--- src/rtl/dmem_arbiter.sv ---
// Two-requester data-memory arbiter; partial stores become a read-modify-write through MERGE_WR.
// Define DMEM_ARB_RR_EN for round-robin arbitration; default is fixed priority with requester 0 winning.
module dmem_arbiter #(
    parameter int MEM_SIZE = 2000
) (
    input  logic        clk,
    input  logic        rst_n,
    // requester 0: pipeline MEM stage
    input  logic        c_req,
    input  logic        c_we,
    input  logic [31:0] c_addr,
    input  logic [31:0] c_wdata,
    input  logic [3:0]  c_be,
    output logic        c_gnt,
    output logic        c_rvalid,
    output logic [31:0] c_rdata,
    output logic        c_err,
    // requester 1: debug/loader
    input  logic        d_req,
    input  logic        d_we,
    input  logic [31:0] d_addr,
    input  logic [31:0] d_wdata,
    input  logic [3:0]  d_be,
    output logic        d_gnt,
    output logic        d_rvalid,
    output logic [31:0] d_rdata,
    output logic        d_err,
    // memory
    output logic [31:0] mem_addr,
    output logic [31:0] mem_wdata,
    output logic        mem_we,
    input  logic [31:0] mem_rdata
);
    localparam logic [29:0] MEM_WORDS = 30'(MEM_SIZE);

    typedef enum logic {IDLE, MERGE_WR} state_t;

    state_t      state_q, state_d;
    logic        c_rvalid_q, c_rvalid_d, d_rvalid_q, d_rvalid_d;
    logic        c_err_q, c_err_d, d_err_q, d_err_d;
    logic [31:0] c_rdata_q, c_rdata_d, d_rdata_q, d_rdata_d;
    logic [31:0] m_addr_q, m_addr_d, m_wdata_q, m_wdata_d, m_old_q, m_old_d;
    logic [3:0]  m_be_q, m_be_d;

    logic        pick_d;
    logic        g_we;
    logic [31:0] g_addr, g_wdata;
    logic [3:0]  g_be;
    logic        in_range;
    logic        mem_we_raw;
    logic [31:0] be_mask;

`ifdef DMEM_ARB_RR_EN
    logic ptr_q, ptr_d;  // 1: requester 1 wins the next contention
    assign pick_d = d_req && (!c_req || ptr_q);
`else
    assign pick_d = d_req && !c_req;
`endif

    always_comb begin
        g_we    = pick_d ? d_we    : c_we;
        g_addr  = pick_d ? d_addr  : c_addr;
        g_wdata = pick_d ? d_wdata : c_wdata;
        g_be    = pick_d ? d_be    : c_be;
    end

    assign in_range = (g_addr[31:2] < MEM_WORDS);
    assign be_mask  = {{8{m_be_q[3]}}, {8{m_be_q[2]}}, {8{m_be_q[1]}}, {8{m_be_q[0]}}};

    always_comb begin
        state_d    = state_q;
        c_gnt      = 1'b0;
        d_gnt      = 1'b0;
        c_rvalid_d = 1'b0;
        d_rvalid_d = 1'b0;
        c_err_d    = 1'b0;
        d_err_d    = 1'b0;
        c_rdata_d  = c_rdata_q;
        d_rdata_d  = d_rdata_q;
        m_addr_d   = m_addr_q;
        m_wdata_d  = m_wdata_q;
        m_old_d    = m_old_q;
        m_be_d     = m_be_q;
        mem_we_raw = 1'b0;
        mem_addr   = g_addr;
        mem_wdata  = g_wdata;
`ifdef DMEM_ARB_RR_EN
        ptr_d      = ptr_q;
`endif
        case (state_q)
            IDLE: begin
                if (rst_n && (c_req || d_req)) begin
                    c_gnt = !pick_d;
                    d_gnt = pick_d;
`ifdef DMEM_ARB_RR_EN
                    ptr_d = !pick_d;
`endif
                    c_rvalid_d = c_gnt && !g_we;
                    d_rvalid_d = d_gnt && !g_we;
                    c_err_d    = c_gnt && !in_range;
                    d_err_d    = d_gnt && !in_range;
                    if (c_gnt && !g_we) c_rdata_d = in_range ? mem_rdata : 32'h0;
                    if (d_gnt && !g_we) d_rdata_d = in_range ? mem_rdata : 32'h0;
                    if (g_we && in_range) begin
                        if (g_be == 4'b1111) begin
                            mem_we_raw = 1'b1;
                        end else if (g_be != 4'b0000) begin
                            // capture the old word now; the merged store goes out next cycle
                            m_addr_d  = g_addr;
                            m_wdata_d = g_wdata;
                            m_be_d    = g_be;
                            m_old_d   = mem_rdata;
                            state_d   = MERGE_WR;
                        end
                    end
                end
            end
            MERGE_WR: begin
                mem_we_raw = 1'b1;
                mem_addr   = m_addr_q;
                mem_wdata  = (m_old_q & ~be_mask) | (m_wdata_q & be_mask);
                state_d    = IDLE;
            end
            default: state_d = IDLE;
        endcase
    end

    // a reset landing in MERGE_WR must never let the merged store out
    assign mem_we = rst_n && mem_we_raw;

    always_ff @(posedge clk) begin
        if (!rst_n) begin
            state_q    <= IDLE;
            c_rvalid_q <= 1'b0;
            d_rvalid_q <= 1'b0;
            c_err_q    <= 1'b0;
            d_err_q    <= 1'b0;
            c_rdata_q  <= 32'h0;
            d_rdata_q  <= 32'h0;
            m_addr_q   <= 32'h0;
            m_wdata_q  <= 32'h0;
            m_old_q    <= 32'h0;
            m_be_q     <= 4'h0;
`ifdef DMEM_ARB_RR_EN
            ptr_q      <= 1'b0;
`endif
        end else begin
            state_q    <= state_d;
            c_rvalid_q <= c_rvalid_d;
            d_rvalid_q <= d_rvalid_d;
            c_err_q    <= c_err_d;
            d_err_q    <= d_err_d;
            c_rdata_q  <= c_rdata_d;
            d_rdata_q  <= d_rdata_d;
            m_addr_q   <= m_addr_d;
            m_wdata_q  <= m_wdata_d;
            m_old_q    <= m_old_d;
            m_be_q     <= m_be_d;
`ifdef DMEM_ARB_RR_EN
            ptr_q      <= ptr_d;
`endif
        end
    end

    assign c_rvalid = c_rvalid_q;
    assign d_rvalid = d_rvalid_q;
    assign c_err    = c_err_q;
    assign d_err    = d_err_q;
    assign c_rdata  = c_rdata_q;
    assign d_rdata  = d_rdata_q;
endmodule

--- config.mk ---
export PLATFORM = sky130hd
export DESIGN_NAME = dmem_arbiter
export DESIGN_NICKNAME = d
export VERILOG_FILES = /design/src/rtl/dmem_arbiter.sv
export SDC_FILE = /design/constraint.sdc
export NUM_CORES = 1
export LEC_CHECK = 0
export CAP_MARGIN = 0
export CELL_PAD_IN_SITES_DETAIL_PLACEMENT = 0
export CELL_PAD_IN_SITES_GLOBAL_PLACEMENT = 1
export CORE_ASPECT_RATIO = 0.5
export CORE_MARGIN = 4
export CORE_UTILIZATION = 35
export CTS_BUF_LIST = sky130_fd_sc_hd__clkbuf_8
export DETAILED_ROUTE_END_ITERATION = 6
export PLACE_DENSITY = 0.91
export SLEW_MARGIN = 25
export SYNTH_ARGS = -nofsm -noshare
export SYNTH_HDL_FRONTEND = slang
export SYNTH_SLANG_ARGS = --single-unit
--- constraint.sdc ---
create_clock -name clk -period 7.1 [get_ports clk]
set_input_delay 1.42 -clock clk [delete_from_list [all_inputs] [get_ports clk]]
set_output_delay 1.42 -clock clk [all_outputs]
set_load 0.1 [all_outputs]
==> results of run 1 <==
[synth_stat cells (all sizes together), types with 2 or more instances]
cell | count | area [µm²]
mux2 | 13 | 146
nand4 | 3 | 18.8
nor2b | 32 | 200
nor3 | 30 | 155
buf | 29 | 174
clkbuf | 53 | 199
nor2 | 6 | 22.5
o21ai | 51 | 255
a21oi | 114 | 574
inv | 3 | 13.8
nor4 | 8 | 50.1
mux2i | 57 | 571
a211oi | 67 | 648
o2111ai | 2 | 17.5
and3 | 22 | 138
nand3 | 34 | 170
dfxtp | 169 | 3380
or4 | 2 | 15.0
a22o | 64 | 561
nand2 | 60 | 233
[placed cells by master (no fill, tap or decap), types with 5 or more instances in the layout]
| cell | n |
|---|---|
| sky130_fd_sc_hd__a211oi_1 | 38 |
| sky130_fd_sc_hd__a211oi_2 | 29 |
| sky130_fd_sc_hd__a21oi_1 | 113 |
| sky130_fd_sc_hd__a22o_1 | 64 |
| sky130_fd_sc_hd__and3_1 | 21 |
| sky130_fd_sc_hd__buf_4 | 28 |
| sky130_fd_sc_hd__clkbuf_8 | 18 |
| sky130_fd_sc_hd__clkdlybuf4s50_1 | 292 |
| sky130_fd_sc_hd__dfxtp_1 | 169 |
| sky130_fd_sc_hd__inv_6 | 5 |
| sky130_fd_sc_hd__mux2_2 | 13 |
| sky130_fd_sc_hd__mux2i_1 | 57 |
| sky130_fd_sc_hd__nand2_1 | 59 |
| sky130_fd_sc_hd__nand3_1 | 33 |
| sky130_fd_sc_hd__nor2b_1 | 32 |
| sky130_fd_sc_hd__nor3_1 | 29 |
| sky130_fd_sc_hd__nor4_1 | 8 |
| sky130_fd_sc_hd__o21ai_0 | 51 |
[worst max-delay path: stages]
cell and delay [ps]:
sky130_fd_sc_hd__clkdlybuf4s50_1 540, sky130_fd_sc_hd__nand2b_4 710, sky130_fd_sc_hd__buf_4 350, sky130_fd_sc_hd__mux2i_1 140
sky130_fd_sc_hd__a21oi_1 190, sky130_fd_sc_hd__clkdlybuf4s50_1 1180
[metal layers]
layer	routed length, µm	up-vias	track usage, %
met5	0	-	0
met3	1420	37	4.60
met2	13300	211	36.6
met1	13000	3635	30.0
met4	626	0	6.52
li1	-	3580	-
[state kept, by name, indices dropped and copies added, names as in the netlist]
signal	cells
c_err	1
c_rdata	32
c_rvalid	1
d_err	1
d_rdata	32
d_rvalid	1
m_addr_q	32
m_be_q	4
m_old_q	32
m_wdata_q	32
state_q	1
[path summary, 6_finish.rpt]
kind / slack [ps] / to / startpoint
setup / recovery: 1120 / mem_wdata[25] / c_req
hold / removal: 470 / m_old_q[28] / m_old_q[28]
setup reg to reg: 3240 / m_wdata_q[14] / state_q
hold reg to reg: 470 / m_old_q[28] / m_old_q[28]
[cells by family (layout without fill, tap and decap cells)]
kind of cell / Yosys count / count (layout) / synth area share (%)
AO/OA/AOI/OAI: 301 / 301 / 27.3
AND/OR/NAND/NOR: 201 / 201 / 13.6
flip-flops: 169 / 169 / 44.5
buffers and inverters: 86 / 357 / 5.14
multiplexers: 70 / 70 / 9.44
[per-stage QoR]
stage	power, W	utilization (%)
after detailed placement	0.00148	51.5
after floorplan	0.00128	-
after global placement	0.00148	51.5
after global routing	0.00222	53.4
final	0.00215	53.4
after CTS	0.00217	53.4
[where the power goes]
group / leakage, nW / internal [W] / total, W / switching (W)
logic: 2.65 / 0.000164 / 0.000510 / 0.000346
clock network: 0.198 / 0.000302 / 0.000695 / 0.000394
registers: 1.36 / 0.000948 / 0.000948 / 0.000000244
[area by class of cell]
cell class	instances	area [µm²]	area share, %
inverters	4	18.8	0.168
repair buffers	321	3150	28.2
clock buffers	18	248	2.22
multi-input cells	572	3860	34.5
well taps	292	365	3.27
clock inverters	14	154	1.38
flip-flops and latches	169	3380	30.3
==> results.md, run 1 <==
- The synthesized cell area is 0.00760 mm².
- The detail route stage leaves a number of antenna-violating nets equal to 0.
- Summing the sequential cell areas from Yosys gives 44.5% of the chip area.
- The congestion estimate from routability-driven global placement came to 0.865.
- The length of the first detailed-routing pass in iterations is 5.
- Across the run, the number of max-cap violations was 0.
- The total via count in the routed design is 7,463.
- For the final routed database, the setup TNS stands at 0 ps.
- The count of hold buffers inserted by post-cts repair is 0.
- Of all flip-flops after synthesis, the portion carrying an async set or reset was 0%.
- The wire length of the first global-routing pass is 43,600 µm.
- The maximum root-to-sink buffer count is 2.
- The diode insertion count for antenna repair is 0.
- A synthesized cell averages 9.19 µm².
- Using the TritonRoute via totals, the vias-per-cell ratio works out to 5.37.
- The count of buffers added by post-CTS timing repair for setup is 0.
- In this run the worst path has a maximum fanout of 55.
- The min-delay analysis places its worst path in the category flop to flop.
- Synthesis produced a netlist whose cell count is 827.
- The kind of end point of the critical path is an output port.
- The final worst hold slack is 474 ps.
- The overall die height is 112 µm.
- The timing-limited maximum frequency is 167 MHz.
- The worst setup path is of the primary input to output port kind.
- The arrival time of the worst setup path is 4560 ps.
- The data required time of the critical path is 5680 ps.
- The total leakage power is 4.21 nW.
- Synthesis inferred 169 register bits.
- The clock arrives with 10.1 ps of skew.
- Synthesis produced a netlist with a net count of 1,001.
- The tightest slew margin relative to the limit is 30.4%.
- The HPWL after detailed placement is 20,200 µm.
- The final routed wirelength across all metal layers is 28,400 µm.
- The initial antenna violation count is 0.
- After detailed routing, the average wire length per cell comes to 20.4 µm.
- The number of cells on the worst reg-to-reg path is 9.
- The number of placed cells counting well taps is 1,358.
- TritonCTS created 17 clock buffers.
- The number of gates resized after CTS was 0.
- The most used flip-flop cell after synthesis is sky130_fd_sc_hd__dfxtp_1.
- VDD sags by at most 107 µV.
- The total overflow left after global routing is 0.
- The finished layout cell area is 0.0112 mm².
- The final-report max-slew violation count is 0.
- Counting distinct cell types in the post-synthesis netlist gives 36.
- Setup violations remaining at the end of the flow were counted as 0.
- The area of the core region is 0.0209 mm².
- Dividing the final minimum period by the clock period gives 84.2%.
- The clock sink total is 169.
- In the post-route analysis, the smallest setup slack over all paths is 1120 ps.
- The flow ran to the end, and the final reports show no timing, DRC or antenna violations.
- The worst path needs 5980 ps of the cycle, external delays included.
- Clock-pin slew was measured on the worst setup and hold paths at 90 ps.
- The share of cells above drive strength 1 is 10.5%.
- Yosys mapped a number of flops with a built-in enable equal to 0.
- The count of port buffers added during placement is 308.
- The number of hold-slack violations in the final timing report came to 0.
- At the placement stage, the worst setup path has a slack of 1140 ps.
- The overall die width is 216 µm.
- The worst hold path was traced through 2 stages.
- The signed area change from the synthesized netlist to the final layout is 47.2%.
- The detailed-route DRC error count is 0.
- The number of global-route vias before repair was 7,527.
- The count of synthesis-stage warnings from yosys is 0.
- The violation count after the first detailed-routing iteration is 608.
- The power density of the placed cells is 193 mW/mm².
- The die covers 0.0243 mm².
- The instance area at placement is 0.0108 mm².
- The later pin in the worst-skew pair is clocked with a latency of 450 ps.
- The number of core rows is 37.
- The number of fill cells is 1,964.
- The kind of launch point of the worst setup path is a primary input.
- In this run the clock root is driven by a sky130_fd_sc_hd__clkbuf_8.
- The actual slew at the worst max-slew pin is 1040 ps.
- Setup repair after global routing left no endpoint under its margin.
- The final layout contains 1,259 nets.
- The initial standard-cell utilization of the core is 36.3%.
- Entering global routing, the biggest net connects 85 pins.
- Once layout is complete, the cells apart from fillers number 1,390.
- During I/O placement, the number of pins put on the boundary was 309.
- The number of levels the H-tree was split into is 4.
- TritonCTS built the clock tree.
- The total global routing track utilization is 22.4%.
Note: power is estimated with default switching activity, not from simulation.
==> run 2: changes to the inputs <==
--- a/config.mk
+++ b/config.mk
@@ -10,10 +10,10 @@
 export CELL_PAD_IN_SITES_GLOBAL_PLACEMENT = 1
 export CORE_ASPECT_RATIO = 0.5
 export CORE_MARGIN = 4
-export CORE_UTILIZATION = 35
+export CORE_UTILIZATION = 32
 export CTS_BUF_LIST = sky130_fd_sc_hd__clkbuf_8
 export DETAILED_ROUTE_END_ITERATION = 6
-export PLACE_DENSITY = 0.91
+export PLACE_DENSITY = 0.84
 export SLEW_MARGIN = 25
 export SYNTH_ARGS = -nofsm -noshare
 export SYNTH_HDL_FRONTEND = slang
==> constraint.sdc (replaced) <==
create_clock -name clk -period 5.7 [get_ports clk]
set_input_delay 1.14 -clock clk [delete_from_list [all_inputs] [get_ports clk]]
set_output_delay 1.14 -clock clk [all_outputs]
set_load 0.1 [all_outputs]
==> results.md, run 2 (same netlist as run 1, synthesis figures left out) <==
- The run finished with clean final reports.
- The number of cells on the worst hold path is 2.
- Counting tap cells, the placed design contains a total of 1,376 instances.
- Derived from the worst setup path, the maximum achievable clock frequency is 203 MHz.
- The post-layout total power is 0.00258 W.
- The most common cell after layout, fill and taps aside is sky130_fd_sc_hd__clkdlybuf4s50_1.
- STA classifies the critical path endpoint as an output port.
- In this run the worst path has a maximum fanout of 26.
- The H-tree was split into 4 levels.
- The critical path's top delay family is simple AND/OR/NAND/NOR gates.
- In the layout the commonest cells are sky130_fd_sc_hd__clkdlybuf4s50_1 (241), sky130_fd_sc_hd__dfxtp_1 (169), sky130_fd_sc_hd__a21oi_1 (113).
- Clock tree synthesis found a total of 169 sinks.
- The final routed wirelength across all metal layers is 28,000 µm.
- TritonCTS built the clock tree.
- The setup TNS is 0 ps.
- Buffers inserted to repair hold after CTS numbered 0.
- The clock insertion delay at the later pin of the skew report is 480 ps.
- The detailed router put a total of 12,500 µm of wire on met1.
- After detailed routing, the number of remaining DRC violations is 0.
- The filler-free cell count of the finished design is 1,407.
- For the final database, setup skew stands at 9.55 ps.
- The total buffers and inverters traversed by the critical path is 2.
- Net switching is 35.0% of the power.
- Setup repair after global routing left no endpoint under its margin.
- The initial antenna violation count is 0.
- The sequential group share of total power is 45.8%.
- The largest net degree at the start of global routing is 82.
- The signed area change from the synthesized netlist to the final layout is 45.2%.
- The count of final setup violators is 0.
- The count of port buffers added during placement is 308.
- The hold path endpoint is m_old_q[28].
- The class of the most critical hold timing path is flop to flop.
- The number of cells on the worst reg-to-reg path is 7.
- In the final routed layout, each cell accounts on average for 19.9 µm.
- The data required time of the critical path is 4560 ps.
- The worst ir drop on vdd is 132 µV.
- The met3 routed wirelength is 1370 µm.
- The endpoint of the most critical register-to-register path is m_be_q[3].
- The overall die width is 226 µm.
- The kind of launch point of the worst setup path is a primary input.
- Dividing the final minimum period by the clock period gives 86.6%.
- After the first detailed-routing iteration, the DRC count stood at 505.
- The worst setup slack for register-to-register paths is 2880 ps.
- Using the TritonRoute via totals, the vias-per-cell ratio works out to 5.20.
- The total leakage power is 4.25 nW.
- The met2 wire length is 13,600 µm.
- The number of global-route vias before repair is 7,299.
- For this run the aggregate overflow at the end of global routing stands at 0.
- The tool flagged a number of max-cap violations equal to 0.
- The number of core rows is 39.
- The arrival time of the worst setup path is 3800 ps.
- The count of buffers added by post-CTS timing repair for setup is 0.
- The repair_antennas step left the layout with diodes totalling 0.
- The final-report max-slew violation count is 0.
- The length of the first detailed-routing pass in iterations is 4.
- Per report_power, the combinational group accounts for 24.4% of the total.
- Post-CTS repair changed the size of 0 cells.
- Cells with a size suffix above 1 make up 15.2% of the layout.
- The routability-driven placement congestion ratio is 0.822.
- From bottom edge to top edge, the die measures 117 µm.
- For this run, the total global-route usage over all layers was measured as 20.4%.
- The analysis attributes to net switching a power of 0.000904 W.
- The final net count is 1,262.
- The initial standard-cell utilization of the core is 32.9%.
- The area of the core region is 0.0231 mm².
- Dividing total power by cell area gives a power density of 234 mW/mm².
- The worst hold path begins at m_old_q[28].
- The final antenna-violating net count is 0.
- The clock share of power is 29.8%.
- The maximum single-stage delay on the critical path is 590 ps.
- The HPWL after detailed placement is 20,100 µm.
- The wire length of the first global-routing pass is 42,200 µm.
- By startpoint and endpoint, the worst setup path is classified as primary input to output port.
- The number of hold-slack violations in the final timing report is 0.
- At the pin with the least slew margin, the transition time is 1030 ps.
- Routed signal wires occupy layers up through met4.
- The design internal power is 0.00168 W.
- The slowest stage of the critical path is the sky130_fd_sc_hd__or4_1 cell.
- The number of clock buffers added by TritonCTS is 17.
- The signal on the critical path passes through clkdlybuf4s50_1 -> nand2b_4 -> mux2i_1 -> or4_1 -> or3_1 -> a21oi_1 -> buf_12.
- In this run the clock root is driven by a sky130_fd_sc_hd__clkbuf_8.
- The tightest slew margin relative to the limit is 30.8%.
- The maximum root-to-sink buffer count is 2.
- Clock-pin slew was measured on the worst setup and hold paths at 90 ps.
- Across all layers, the routed design uses 7,322 vias.
- The number of I/O pins is 309.
- The die covers 0.0264 mm².
- The minimum clock period after layout is 4940 ps.
- The startpoint of the most critical register-to-register path is state_q.
[run 2: layout make-up]
class	count	area, µm²
inverters	4	18.8
multi-input cells	572	3860
clock inverters	14	103
fillers	2193	12000
clock buffers	17	234
repair buffers	324	3050
well taps	307	384
flip-flops and latches	169	3380
[run 2: through the flow]
stage	worst slack (ps)	hold WS, ps	utilization (%)	cell area [µm²]
2_1_floorplan	192	449	-	7600
6_report	763	475	47.8	11000
3_5_place_dp	794	464	46.3	10700
5_1_grt	646	495	47.8	11000
3_3_place_gp	807	461	46.3	10700
4_1_cts	773	477	47.8	11000
[run 2: power groups by stage]
stage	logic, W	clock network (W)	registers (W)
floorplan	0.000383	0	0.00122
global placement	0.000629	0	0.00121
detailed placement	0.000631	0	0.00121
CTS	0.000633	0.000794	0.00118
global route	0.000656	0.000841	0.00118
finish	0.000630	0.000770	0.00118
[run 2: how the worst max path moves through the flow]
stage	slack [ps]	cells after the start	end	startpoint
finish	760	7	mem_we	c_req
global route	650	7	mem_we	c_req
CTS	770	7	mem_we	c_req
detailed placement	790	7	mem_we	c_req
global placement	810	7	mem_we	c_req
floorplan	190	6	mem_addr[31]	c_req
[run 2: worst min-delay path, cell delays in order, from the launching register on]
cell and delay [ps]:
sky130_fd_sc_hd__dfxtp_1 310, sky130_fd_sc_hd__o21ai_0 60, sky130_fd_sc_hd__a21oi_1 60
[run 2: layer usage]
metal	GRT usage [%]	vias up
met2	33.9	190
met4	6.11	0
met3	4.49	37
li1	-	3592
met5	0	-
met1	27.1	3503
